===== src/rtl/frame_plot_timer_pkg.sv =====
// Shared defaults, coordinate widths and elaboration helpers for frame_plot_timer.
package frame_plot_timer_pkg;

   localparam int unsigned DefScrW       = 160;
   localparam int unsigned DefScrH       = 120;
   localparam int unsigned DefWaitCycles = 833334;
   localparam int unsigned DefBoxW       = 4;
   localparam int unsigned DefBoxH       = 4;

   // Fixed output coordinate widths; the parameters must fit inside them.
   localparam int unsigned WaitW  = 20;
   localparam int unsigned ScanXW = 8;
   localparam int unsigned ScanYW = 7;
   localparam int unsigned BoxXW  = 2;
   localparam int unsigned BoxYW  = 2;

   // True when values 0..n-1 are representable in w bits.
   function automatic bit fits_width(input int unsigned n, input int unsigned w);
      return (n >= 1) && (longint'(n) <= (longint'(1) << w));
   endfunction

endpackage


===== src/rtl/frame_plot_timer_if.sv =====
// Control/status bundle between a frame sequencer (master) and the timer (slave).
interface frame_plot_timer_if;
   import frame_plot_timer_pkg::*;

   logic              reset_wait;
   logic              en_wait;
   logic              reset_plot;
   logic              en_plot;
   logic              f_wait;
   logic              f_plot;
   logic [ScanXW-1:0] scan_x;
   logic [ScanYW-1:0] scan_y;
   logic              scan_valid;
   logic [BoxXW-1:0]  box_dx;
   logic [BoxYW-1:0]  box_dy;

   modport master (
      output reset_wait, en_wait, reset_plot, en_plot,
      input  f_wait, f_plot, scan_x, scan_y, scan_valid, box_dx, box_dy
   );

   modport slave (
      input  reset_wait, en_wait, reset_plot, en_plot,
      output f_wait, f_plot, scan_x, scan_y, scan_valid, box_dx, box_dy
   );

endinterface


===== src/rtl/frame_plot_timer_xy_scan_counter.sv =====
// Raster x/y counter: x runs fastest, saturates at (W-1, H-1) until cleared.
module xy_scan_counter #(
   parameter int unsigned W  = 4,
   parameter int unsigned H  = 4,
   parameter int unsigned XW = 2,
   parameter int unsigned YW = 2
) (
   input  logic          clk,
   input  logic          reset_n,
   input  logic          clear_ni,
   input  logic          en_i,
   output logic [XW-1:0] x_o,
   output logic [YW-1:0] y_o,
   output logic          last_o
);

   logic [XW-1:0] x_q, x_d;
   logic [YW-1:0] y_q, y_d;
   logic          x_end;

   assign x_end  = (x_q == XW'(W - 1));
   assign last_o = x_end && (y_q == YW'(H - 1));
   assign x_o    = x_q;
   assign y_o    = y_q;

   // Next position: clear wins, otherwise step in raster order and park on the last cell.
   always_comb begin
      x_d = x_q;
      y_d = y_q;
      if (!clear_ni) begin
         x_d = '0;
         y_d = '0;
      end else if (en_i && !last_o) begin
         if (x_end) begin
            x_d = '0;
            y_d = y_q + YW'(1);
         end else begin
            x_d = x_q + XW'(1);
         end
      end
   end

   // Position registers with synchronous active-low reset.
   always_ff @(posedge clk) begin
      if (!reset_n) begin
         x_q <= '0;
         y_q <= '0;
      end else begin
         x_q <= x_d;
         y_q <= y_d;
      end
   end

endmodule


===== src/rtl/frame_plot_timer.sv =====
// Frame-wait timer with screen raster scan, plus an independent sprite pixel scanner.
module frame_plot_timer
   import frame_plot_timer_pkg::*;
#(
   parameter int unsigned SCR_W       = DefScrW,
   parameter int unsigned SCR_H       = DefScrH,
   parameter int unsigned WAIT_CYCLES = DefWaitCycles,
   parameter int unsigned BOX_W       = DefBoxW,
   parameter int unsigned BOX_H       = DefBoxH
) (
   input logic               clk,
   input logic               reset_n,
   frame_plot_timer_if.slave tmr_io
);

   localparam int unsigned ScrPixels = SCR_W * SCR_H;

   if (WAIT_CYCLES < ScrPixels) begin : g_bad_wait
      $error("WAIT_CYCLES must be at least SCR_W*SCR_H");
   end
   if (!fits_width(WAIT_CYCLES, WaitW)) begin : g_bad_wait_w
      $error("WAIT_CYCLES does not fit the wait counter");
   end
   if (!fits_width(SCR_W, ScanXW) || !fits_width(SCR_H, ScanYW)) begin : g_bad_scr
      $error("screen size does not fit scan_x/scan_y");
   end
   if (!fits_width(BOX_W, BoxXW) || !fits_width(BOX_H, BoxYW)) begin : g_bad_box
      $error("sprite size does not fit box_dx/box_dy");
   end

   logic [WaitW-1:0] wait_cnt_q, wait_cnt_d;
   logic             wait_last;
   logic             wait_wrap;
   logic             plot_last;
   logic             plot_wrap;

   assign wait_last = (wait_cnt_q == WaitW'(WAIT_CYCLES - 1));
   assign wait_wrap = tmr_io.en_wait && wait_last;
   assign plot_wrap = tmr_io.en_plot && plot_last;

   // Flags are suppressed while the block is held in reset.
   assign tmr_io.f_wait     = reset_n && tmr_io.reset_wait && wait_wrap;
   assign tmr_io.f_plot     = reset_n && tmr_io.reset_plot && plot_wrap;
   assign tmr_io.scan_valid = (wait_cnt_q < WaitW'(ScrPixels));

   // Wait counter next state: clear, wrap at the period end, else count enabled cycles.
   always_comb begin
      wait_cnt_d = wait_cnt_q;
      if (!tmr_io.reset_wait) begin
         wait_cnt_d = '0;
      end else if (tmr_io.en_wait) begin
         wait_cnt_d = wait_last ? '0 : wait_cnt_q + WaitW'(1);
      end
   end

   // Wait counter register.
   always_ff @(posedge clk) begin
      if (!reset_n) begin
         wait_cnt_q <= '0;
      end else begin
         wait_cnt_q <= wait_cnt_d;
      end
   end

   // Screen scan follows the wait counter; the period wrap returns it to the origin.
   xy_scan_counter #(
      .W  (SCR_W),
      .H  (SCR_H),
      .XW (ScanXW),
      .YW (ScanYW)
   ) u_screen_scan (
      .clk      (clk),
      .reset_n  (reset_n),
      .clear_ni (tmr_io.reset_wait && !wait_wrap),
      .en_i     (tmr_io.en_wait),
      .x_o      (tmr_io.scan_x),
      .y_o      (tmr_io.scan_y),
      .last_o   ()
   );

   // Sprite scan wraps immediately after its last pixel.
   xy_scan_counter #(
      .W  (BOX_W),
      .H  (BOX_H),
      .XW (BoxXW),
      .YW (BoxYW)
   ) u_box_scan (
      .clk      (clk),
      .reset_n  (reset_n),
      .clear_ni (tmr_io.reset_plot && !plot_wrap),
      .en_i     (tmr_io.en_plot),
      .x_o      (tmr_io.box_dx),
      .y_o      (tmr_io.box_dy),
      .last_o   (plot_last)
   );

endmodule


===== src/flat_wrapper.sv =====
// flat-port wrapper written by rule: the top's interface ports become plain ports
module frame_plot_timer_flat import frame_plot_timer_pkg::*;
#(
   parameter int unsigned SCR_W       = DefScrW,
   parameter int unsigned SCR_H       = DefScrH,
   parameter int unsigned WAIT_CYCLES = DefWaitCycles,
   parameter int unsigned BOX_W       = DefBoxW,
   parameter int unsigned BOX_H       = DefBoxH
)
  (clk, reset_n, tmr_io_reset_wait, tmr_io_en_wait, tmr_io_reset_plot, tmr_io_en_plot, tmr_io_f_wait, tmr_io_f_plot, tmr_io_scan_x, tmr_io_scan_y, tmr_io_scan_valid, tmr_io_box_dx, tmr_io_box_dy);
  frame_plot_timer_if tmr_io_i ();
  input logic clk;
  input logic reset_n;
  input wire logic [$bits(tmr_io_i.reset_wait)-1:0] tmr_io_reset_wait;
  input wire logic [$bits(tmr_io_i.en_wait)-1:0] tmr_io_en_wait;
  input wire logic [$bits(tmr_io_i.reset_plot)-1:0] tmr_io_reset_plot;
  input wire logic [$bits(tmr_io_i.en_plot)-1:0] tmr_io_en_plot;
  output wire logic [$bits(tmr_io_i.f_wait)-1:0] tmr_io_f_wait;
  output wire logic [$bits(tmr_io_i.f_plot)-1:0] tmr_io_f_plot;
  output wire logic [$bits(tmr_io_i.scan_x)-1:0] tmr_io_scan_x;
  output wire logic [$bits(tmr_io_i.scan_y)-1:0] tmr_io_scan_y;
  output wire logic [$bits(tmr_io_i.scan_valid)-1:0] tmr_io_scan_valid;
  output wire logic [$bits(tmr_io_i.box_dx)-1:0] tmr_io_box_dx;
  output wire logic [$bits(tmr_io_i.box_dy)-1:0] tmr_io_box_dy;
  assign tmr_io_i.reset_wait = tmr_io_reset_wait;
  assign tmr_io_i.en_wait = tmr_io_en_wait;
  assign tmr_io_i.reset_plot = tmr_io_reset_plot;
  assign tmr_io_i.en_plot = tmr_io_en_plot;
  assign tmr_io_f_wait = tmr_io_i.f_wait;
  assign tmr_io_f_plot = tmr_io_i.f_plot;
  assign tmr_io_scan_x = tmr_io_i.scan_x;
  assign tmr_io_scan_y = tmr_io_i.scan_y;
  assign tmr_io_scan_valid = tmr_io_i.scan_valid;
  assign tmr_io_box_dx = tmr_io_i.box_dx;
  assign tmr_io_box_dy = tmr_io_i.box_dy;
  frame_plot_timer #(.SCR_W(SCR_W), .SCR_H(SCR_H), .WAIT_CYCLES(WAIT_CYCLES), .BOX_W(BOX_W), .BOX_H(BOX_H)) u_core (.clk(clk), .reset_n(reset_n), .tmr_io(tmr_io_i));
endmodule

===== config.mk =====
export PLATFORM = sky130hd
export DESIGN_NAME = frame_plot_timer_flat
export DESIGN_NICKNAME = d
export VERILOG_FILES = /design/src/rtl/frame_plot_timer_pkg.sv /design/src/rtl/frame_plot_timer_if.sv /design/src/rtl/frame_plot_timer_xy_scan_counter.sv /design/src/rtl/frame_plot_timer.sv /design/src/flat_wrapper.sv
export SDC_FILE = /design/constraint.sdc
export NUM_CORES = 1
export LEC_CHECK = 0
export BUFFER_PORTS_ARGS = -buffer_cell sky130_fd_sc_hd__clkbuf_2
export CAP_MARGIN = 25
export CORE_ASPECT_RATIO = 1.5
export CORE_MARGIN = 4
export CORE_UTILIZATION = 51
export CTS_CLUSTER_SIZE = 24
export DETAILED_ROUTE_END_ITERATION = 12
export GPL_ROUTABILITY_DRIVEN = 0
export GPL_TIMING_DRIVEN = 0
export PLACE_DENSITY = 0.82
export SYNTH_ARGS = -nofsm -noshare
export SYNTH_HDL_FRONTEND = slang
export SYNTH_HIERARCHICAL = 1
export SYNTH_SLANG_ARGS = --single-unit

===== constraint.sdc =====
create_clock -name clk -period 1.9 [get_ports clk]
set_input_delay 0.38 -clock clk [delete_from_list [all_inputs] [get_ports clk]]
set_output_delay 0.38 -clock clk [all_outputs]
set_load 0.005 [all_outputs]

After elaboration in Yosys (flattened, before gate mapping)
Cells that the tools add are included.
Operators by class
  add/sub/neg operators: 5
  muxes and demuxes: 3
  $lt $le $gt $ge: 1
  reductions and logical operators: 21
  eq/ne operators: 5
Operators with widths (count)
  adder 20 x 1 -> 20 bit (second input constant): 1
  == test 20 bit (second input constant): 1
  < comparator 20 x 15 -> 1 bit (second input constant): 1
  2-to-1 mux 20 bit: 1
  logical AND 1 bit: 12
  AND reduction 2 bit: 5
  adder 8 x 1 -> 8 bit (second input constant): 1
  == test 8 bit (second input constant): 1
  2-to-1 mux 8 bit: 1
  adder 7 x 1 -> 7 bit (second input constant): 1
  == test 7 bit (second input constant): 1
  adder 2 x 1 -> 2 bit (second input constant): 2
  == test 2 bit (second input constant): 2
  logical NOT 1 bit: 4
  2-to-1 mux 2 bit: 1
Word-level totals
  output and inout port bits: 22
  register bits: 39

Longest topological paths before layout
Gate-level depths: netlist (run 1).
  depth in word-level cells: 6
  mapped depth: 11
  depth with buffers taken out: 10

By module
The synthesis (run 1) kept the hierarchy.
Modules (own cells, without submodules)
  frame_plot_timer: cells an instance 125, area an instance 1083.5 um^2, instances 1, sequential area each 400.4 um^2
  xy_scan_counter at u_core.u_screen_scan: cells an instance 92, area an instance 772.0 um^2, instances 1, sequential area each 300.3 um^2
  xy_scan_counter at u_core.u_box_scan: cells an instance 23, area an instance 226.5 um^2, instances 1, sequential area each 80.1 um^2

Worst setup path after synthesis (run 1)
No wires, ideal clock.
  path type: register to register
  start: register u_core.wait_cnt_q[0]
  end: register u_core.u_screen_scan.x_q[5] (netlist: u_core/u_screen_scan/x_o[5])
  path slack: -0.071 ns
  arrival: 1.855 ns
  stages on the path, launching flop included: 11
  buffers on the path: 1
  path through: dfxtp_1 ha_1 nor4bb_1 and2_1 nand3_1 and2_1 and2_1 clkbuf_1 o211ai_1 a21oi_1 a31o_2
On the way
  longest elaborated chain between the ends: 5
Ends and longest elaborated chain
  from (decl): line frame_plot_timer.sv:31  | logic [WaitW-1:0] wait_cnt_q, wait_cnt_d;
  from (signal assigned): line frame_plot_timer.sv:61  | wait_cnt_q <= wait_cnt_d;
  == test 20 bit: line frame_plot_timer.sv:37  | assign wait_last = (wait_cnt_q == WaitW'(WAIT_CYCLES - 1));
  logical AND 1 bit: line frame_plot_timer.sv:38  | assign wait_wrap = tmr_io.en_wait && wait_last;
  logical NOT 1 bit: line frame_plot_timer.sv:74  | .clear_ni (tmr_io.reset_wait && !wait_wrap),
  logical AND 1 bit: line frame_plot_timer.sv:74
  AND reduction 2 bit (no line)
  to (signal assigned): line frame_plot_timer_xy_scan_counter.sv:46  | x_q <= '0;
  to (signal assigned): line frame_plot_timer_xy_scan_counter.sv:49  | x_q <= x_d;
  to (decl): line frame_plot_timer_xy_scan_counter.sv:17  | logic [XW-1:0] x_q, x_d;
Every way passes these cells.
A chain may end at the register's enable or synchronous reset.

Worst setup path after layout (run 1)
  start: register u_core.wait_cnt_q[19]
  end: output port tmr_io_scan_valid
On the way
  longest elaborated chain between the ends: 1
Ends and longest elaborated chain
  < comparator 20 x 15 -> 1 bit: line frame_plot_timer.sv:44  | assign tmr_io.scan_valid = (wait_cnt_q < WaitW'(ScrPixels));
  to (decl): line flat_wrapper.sv:22  | output wire logic [$bits(tmr_io_i.scan_valid)-1:0] tmr_io_scan_valid;
Every way passes these cells.

==> results of run 1 <==
-- metal layers --
| layer | vias up | global-route usage [%] | part of all wire, % |
|---|---|---|---|
| met5 | - | 0 | 0 |
| met4 | 0 | 6.65 | 1.7 |
| met3 | 10 | 3.92 | 4.5 |
| met2 | 51 | 35.9 | 53 |
| met1 | 928 | 21.5 | 40 |
| li1 | 966 | - | - |
-- timing repair --
item / 4_1_cts / 5_1_grt
setup buffers: 6 / 2
endpoints found under the setup margin: 8 / 12
pin swaps: 5 / 4
gates resized for setup: 15 / 16
gates cloned: 0 / 0
-- registers in the layout, summed over array words and instances, names as in the netlist --
name                      count
u_core/u_screen_scan/x_o      8
u_core/wait_cnt_q            20
u_core/u_screen_scan/y_o      7
u_core/u_box_scan/x_o         2
u_core/u_box_scan/y_o         2
-- worst paths after layout --
| path | end | depth (start not counted) | start |
|---|---|---|---|
| worst min-delay path | u_core/u_box_scan/x_o[0]$_SDFFE_PN0P_ | 2 | tmr_io_en_plot |
| worst min register to register | u_core/u_box_scan/y_o[1]$_SDFFE_PN0P_ | 2 | u_core/u_box_scan/y_o[1]$_SDFFE_PN0P_ |
| worst max-delay path | tmr_io_scan_valid | 3 | u_core/wait_cnt_q[19]$_SDFFE_PN0P_ |
| worst max register to register | u_core/u_screen_scan/x_o[7]$_SDFFE_PN0P_ | 10 | u_core/wait_cnt_q[1]$_SDFFE_PN0P_ |
-- through the flow --
step                      TNS, ns  area, um2  hold WS [ns]  power (mW)  util, %
after floorplan                 0       2080         0.461       0.888        -
after global placement      -1.10       2270         0.475       0.909     57.9
after detailed placement    -1.19       2270         0.485       0.911     57.9
after CTS                       0       2430         0.347        1.47     62.0
after global routing      -0.0546       2500         0.349        1.53     63.7
final                           0       2500         0.353        1.46     63.7
-- worst max-delay path: cells and delay by family (launching register included) --
kind            cells  cell delay, ns
buf+inv             1            0.15
compound gates      1            0.18
simple gates        1            0.54
flops               1            0.34
-- power by group through the flow --
| stage | clock (mW) | sequential [mW] | combinational [mW] |
|---|---|---|---|
| CTS | 0.573 | 0.827 | 0.0693 |
| global placement | 0 | 0.847 | 0.0623 |
| detailed placement | 0 | 0.847 | 0.0635 |
| global route | 0.615 | 0.827 | 0.0854 |
| floorplan | 0 | 0.846 | 0.0414 |
| finish | 0.552 | 0.827 | 0.0771 |
-- cell type report --
cell class	count	area, um2
Tap cell	45	56.3
Multi-Input combinational cell	184	1270
Sequential cell	39	798
Fill cell	345	1430
Inverter	4	15.0
Clock buffer	6	82.6
Timing Repair Buffer	35	195
Clock inverter	1	5.00
Buffer	11	75.1
==> results.md, run 1 <==
Outcome:
- The flow ran to the end, and the final reports show no timing, DRC or antenna violations.

Setup path:
- The highest-delay cell along the critical path is sky130_fd_sc_hd__or4_1.
- The worst setup slack for register-to-register paths is roughly 0.090 ns.
- The largest incremental delay on the critical path is approximately 0.54 ns.
- Along the worst path, the maximum fanout reaches 4.
- At the worst endpoint, the arrival time is approximately 1.5 ns.
- Traced cell by cell, the critical path runs through or4_1, a211oi_2, clkbuf_2.
- STA classifies the critical path endpoint as an output pin.
- The required time at the worst-slack endpoint is roughly 1.5 ns.
- The critical path class is reg -> out.
- The startpoint kind of the worst setup timing path is a flip-flop.

Flow run:
- The number of maximum-capacitance constraint violations is 0.

Synth:
- The number of instances in the synthesized netlist is between 200 and 250.
- Averaged over all synthesized cells, the footprint is 8.69 um2.
- The number of nets produced by synthesis is ~250.
- For this run, the number of Yosys warnings is 6.
- The cell area that synthesis handed to floorplanning was 0.00208 mm2.

STA:
- The final count of pins violating max slew is 0.
- The setup skew after layout is 0.00394 ns.
- The transition at the pin with the smallest max-transition slack is between 0.3 and 0.4 ns.
- The minimum period implied by the final worst setup slack is roughly 1.9 ns.
- The final hold violation count is 0.
- In the post-route analysis, the smallest setup slack over all paths is 0.0379 ns.
- In this run the tightest slew margin relative to its limit is between 70% and 80%.
- Of the available clock period, the critical path in the final layout requires a little over nine tenths.
- Setup repair after global routing could not meet its margin everywhere.
- Static timing analysis puts the maximum clock frequency at approximately 540 MHz.
- Setup violations remaining at the end of the flow were counted as 0.

Placed design:
- The HPWL after detailed placement is around 3300 um.
- The port buffer count is 27.
- The worst-case setup slack after placement is -0.324 ns.
- The number of placed instances with taps included is around 310.

Floorplanning:
- Row generation in the floorplan step produced 28 rows.
- The I/O pin count is 28.
- The width of the chip is roughly 60 um.
- The full die area is between 0.005 and 0.006 mm2.
- The floorplan step defined a core boundary enclosing 0.00392 mm2.
- The initial utilization of the core area, before any placement, comes to a little over half.
- The overall die height is between 80 and 90 um.

Final layout:
- For this run, the number of standard cells in the final layout without fillers is about 330.
- The number of diodes added for antenna fixing is 0.
- Leaving out fill and tap cells, the most frequent cell in the layout is sky130_fd_sc_hd__dfxtp_1.
- In the final layout, the share of cells above drive strength 1 is a little under a third.
- The top cell types in the final layout, fill and taps aside, are sky130_fd_sc_hd__dfxtp_1 (29), sky130_fd_sc_hd__clkbuf_2 (27), sky130_fd_sc_hd__nor2_1 (18), sky130_fd_sc_hd__o21ai_0 (18), sky130_fd_sc_hd__nand3_1 (18).
- The synthesis-to-finish area growth is 20.3%.
- The final layout net count is 292.

Drt:
- For this run, the detailed router's first-pass iteration total came to 4.
- The ratio of routed vias to standard cells is 6.02.
- The DRC violation count after routing is 0.
- In the final routed layout, each cell accounts on average for 14.3 um.
- In this run, the number of DRC markers left after iteration 0 of detailed routing was between 150 and 200.
- The overall via count from detail_route is a little under 2,000.
- The routed design has 4640 um of wire.
- Once detail routing completed, the nets flagged for antenna violations numbered 0.

Global routing:
- The number of global-route vias before repair is 1,843.
- Entering global routing, the biggest net connects 12 pins.
- The first-pass GRT wire length is 8030 um.
- The initial antenna violation count is 0.
- The overall fraction of global-route tracks in use is between 15 and 20%.
- The total grt overflow is 0.

Clocking:
- The depth of the CTS H-tree is 2.
- The clock sink count is 39.
- The clock latency at the later pin of the worst-skew pair is 0.28 ns.
- In this run, CTS created clock tree buffers numbering 5.
- TritonCTS built the clock tree.
- The tree is rooted in a sky130_fd_sc_hd__clkbuf_8.
- The longest clock path from root to sink contains 2 buffers.
- The number of buffers inserted by hold repair at cts is 0.
- The clock slew at the register clock pins of the worst setup and hold paths is 0.07 ns.

Power and ir drop:
- Dividing total power by cell area gives a power density of a little under 600 mW/mm2.
- The maximum vdd drop is roughly 0.66 mV.
- The net switching power is around 320 uW.
- The power share of the sequential group is 56.8%.
- The switching power share of the total is between 20% and 30%.
- The leakage power of the design is approximately 0.91 nW.
- Cell internal power was estimated by the tool at ~1.1 mW.
- In this run, the clock network consumes between 30% and 40% of the power.
- The relative contribution of combinational cells to total power is under 10%.

Worst hold path:
- The min-delay analysis places its worst path in the category in -> reg.
Power figures use the tool's default switching activity.
==> inputs of run 2 (changes only) <==
Settings changed: BUFFER_PORTS_ARGS -buffer_cell sky130_fd_sc_hd__clkbuf_2 to not set, CORE_UTILIZATION 51 to 45, DONT_BUFFER_PORTS set to 1, MAX_ROUTING_LAYER set to met4, PLACE_DENSITY 0.82 to 0.69.
==> results.md, run 2 (synthesis results as in run 1) <==
STA:
- The final hold violation count is 0.
- The transition at the pin with the smallest max-transition slack is ~0.42 ns.
- Across the routed clock network, the largest skew measured is around 0.0094 ns.
- The worst slew margin relative to its limit is ~70%.
- The final count of pins violating max slew is 0.
- The period utilization is between 90% and 100%.
- The total of endpoints with negative setup slack in the final report is 0.
- The minimum period implied by the final worst setup slack is approximately 1.9 ns.
- The achievable clock frequency is around 540 MHz.
- The post-route worst setup slack is approximately 0.038 ns.
- Setup repair after global routing could not meet its margin everywhere.

Clocking:
- The clock buffer count from CTS is 5.
- The maximum clock insertion buffer count is 2.
- TritonCTS built the clock tree.
- Hold repair after CTS inserted 0 buffers.
- The clock latency at the later pin of the worst-skew pair is just under 0.3 ns.
- In this run the clock root is driven by a sky130_fd_sc_hd__clkbuf_8.
- After clock tree synthesis, the clock-pin slew on the worst setup and hold paths is about 0.080 ns.
- The clock sink count is 39.
- The H-tree was split into 2 levels.

Global routing:
- Entering global routing, the biggest net connects 14 pins.
- The first global-routing pass estimated 7870 um of wire.
- The overall fraction of global-route tracks in use is between 10% and 20%.
- The number of global-route vias before repair is 1,719.
- The total grt overflow is 0.
- The initial antenna violation count is 0.

Floorplanning:
- The standard-cell row count is 30.
- The width of the chip is roughly 63 um.
- Once the floorplan was initialized, standard cells occupied a little under half of the core.
- The overall die height is 91.2 um.
- The floorplan step defined a die boundary enclosing between 0.005 and 0.006 mm2.
- The placeable core area is about 0.0045 mm2.
- The I/O pin count is 28.

Power and ir drop:
- The power density over the cells is 652 mW/mm2.
- The leakage power of the design is between 0.8 and 0.9 nW.
- The maximum vdd drop is roughly 0.31 mV.
- The completed layout was analyzed and its total power is approximately 1.6 mW.

Drt:
- The first TritonRoute pass finished after 6 iterations.
- In this run the remaining antenna-violating nets after routing total 0.
- The overall via count from detail_route is approximately 1,800.
- After detailed routing, the number of vias per cell comes to around 6.0.
- The routed length per instance is 15.3 um.
- After detailed routing, the total wire length is ~4600 um.
- The count of routing violations after the opening detailed-route iteration is about 120.
- In the routed design, unresolved DRC markers number 0.

Setup path:
- The critical path class is reg -> reg.
- The critical path ends at u_core/u_screen_scan/x_o[7]$_SDFFE_PN0P_.
- The worst setup path is captured at a flip-flop.
- The worst register-to-register path has a depth of 9.
- Along the worst path, the maximum fanout reaches 10.
- The worst setup slack for register-to-register paths is approximately 0.038 ns.
- The endpoint of the lowest-slack register-to-register path is u_core/u_screen_scan/x_o[7]$_SDFFE_PN0P_.
- The critical path goes through buf_6, nor4bb_4, and2_4, nand3_2, and2_4, and2_4, o211ai_1, a21oi_1, a31o_2.
- The source of the critical timing path is u_core/wait_cnt_q[7]$_SDFFE_PN0P_.
- The critical path runs through a total of 9 cells.
- The worst flop-to-flop path startpoint is u_core/wait_cnt_q[7]$_SDFFE_PN0P_.
- The combined buffer and inverter count along the critical path is 1.
- The family with the most delay on the worst path is simple AND/OR/NAND/NOR gates.
- The cell with the most instances on the worst path is sky130_fd_sc_hd__and2_4.
- The arrival time of the worst setup path is approximately 2 ns.
- The required time at the worst-slack endpoint is 2.09 ns.
- For this run, the slowest stage of the critical path takes 0.32 ns.
- The startpoint kind of the worst setup timing path is a flip-flop.
- For this design, the slowest cell found on the critical path is sky130_fd_sc_hd__dfxtp_2.

Placed design:
- OpenSTA, run right after detailed placement, puts the worst setup slack at -0.261 ns.
- Including well taps, the total number of placed cells is about 290.
- The wire-length estimate of the detail-placed layout is between 3000 and 4000 um.
- The port buffer count is 0.

Final layout:
- From synthesis to final layout, the design area changed by 16.9%.
- The number of antenna diodes in the final layout is 0.
- The library cells used most frequently in the layout, excluding fill and tap cells, are sky130_fd_sc_hd__dfxtp_1 (29), sky130_fd_sc_hd__nor2_1 (18), sky130_fd_sc_hd__o21ai_0 (18), sky130_fd_sc_hd__nand3_1 (18), sky130_fd_sc_hd__a21oi_1 (15).
- Counting the fill cells in the layout gives between 400 and 500.
- The post-route netlist has 25.0% of its cells at a drive strength greater than 1.
- The total area of multi-input combinational cells is roughly 0.0013 mm2.
- The number of flip-flops under the largest register name is 20.
- More flip-flops sit in one register than any other, and that register is u_core/wait_cnt_q.
- The final layout net count is 267.
- The sequential cells in the finished layout cover a total of 803 um2.
- The filler-free cell count of the finished design is approximately 300.
- Leaving out fill and tap cells, the most frequent cell in the layout is sky130_fd_sc_hd__dfxtp_1.

Outcome:
- The flow ran to the end, and the final reports show no timing, DRC or antenna violations.

Flow run:
- The number of maximum-capacitance constraint violations is 0.

Worst hold path:
- The tightest min-delay check is of the in -> reg type.
run 2: cell types whose count changed in the layout (fill, tap and decap cells not counted), sizes merged:
cell    previous run  this run
buf               18        19
bufinv             0         1
clkbuf            34         7
clkinv             1         2
run 2: power by group:
part / leakage [nW] / switching [mW] / internal, mW
logic: 0.426 / 0.0370 / 0.0296
registers: 0.321 / 0.00651 / 0.818
clock network: 0.0581 / 0.301 / 0.391
run 2: worst reg2reg max path: cells and delay by family, from the launching register on:
family | cells | cell delay (ns)
and+or+nand+nor | 5 | 0.82
AOI/OAI and AO/OA | 3 | 0.49
DFF | 1 | 0.32
buffers and inverters | 1 | 0.14
run 2: how the worst min path moves through the flow:
stage,slack (ns),depth (start not counted),to,startpoint
final,0.20,1,u_core/u_box_scan/x_o[0]$_SDFFE_PN0P_,tmr_io_en_plot
after detailed placement,0.50,1,u_core/u_box_scan/x_o[0]$_SDFFE_PN0P_,tmr_io_en_plot
after floorplan,0.46,2,u_core/wait_cnt_q[19]$_SDFFE_PN0P_,u_core/wait_cnt_q[19]$_SDFFE_PN0P_
after global placement,0.50,2,u_core/u_box_scan/y_o[1]$_SDFFE_PN0P_,u_core/u_box_scan/y_o[1]$_SDFFE_PN0P_
after CTS,0.19,1,u_core/u_box_scan/x_o[0]$_SDFFE_PN0P_,tmr_io_en_plot
after global routing,0.20,1,u_core/u_box_scan/x_o[0]$_SDFFE_PN0P_,tmr_io_en_plot
run 2: layout make-up:
cell class	instances	share of cell area (%)
Inverter	4	0.618
Multi-Input combinational cell	184	53.0
Sequential cell	39	33.1
Tap cell	48	2.47
Clock buffer	5	2.83
Clock inverter	3	1.80
Timing Repair Buffer	10	3.09
Buffer	11	3.09
run 2: metrics by stage:
step                hold slack (ns)  instance area [um2]  utilization [%]  setup TNS, ns
floorplan                     0.461                 2080                -              0
global placement              0.496                 2140             47.5         -0.734
detailed placement            0.503                 2140             47.5         -0.901
CTS                           0.192                 2300             51.0       -0.00770
global route                  0.195                 2430             53.9         -0.110
finish                        0.201                 2430             53.9              0
run 2: layer usage:
metal  vias up  wire length (um)  track usage, %
met5         -                 0               -
met4         0                85            6.49
met3         7               237            4.70
met2        37              2430            29.6
met1       869              1890            18.6
li1        916                 -               -
run 2: timing repair:
action / 4_1_cts / 5_1_grt
setup endpoints to repair: 12 / 12
setup buffers: 2 / 8
pin swaps: 4 / 3
resized for setup: 16 / 17
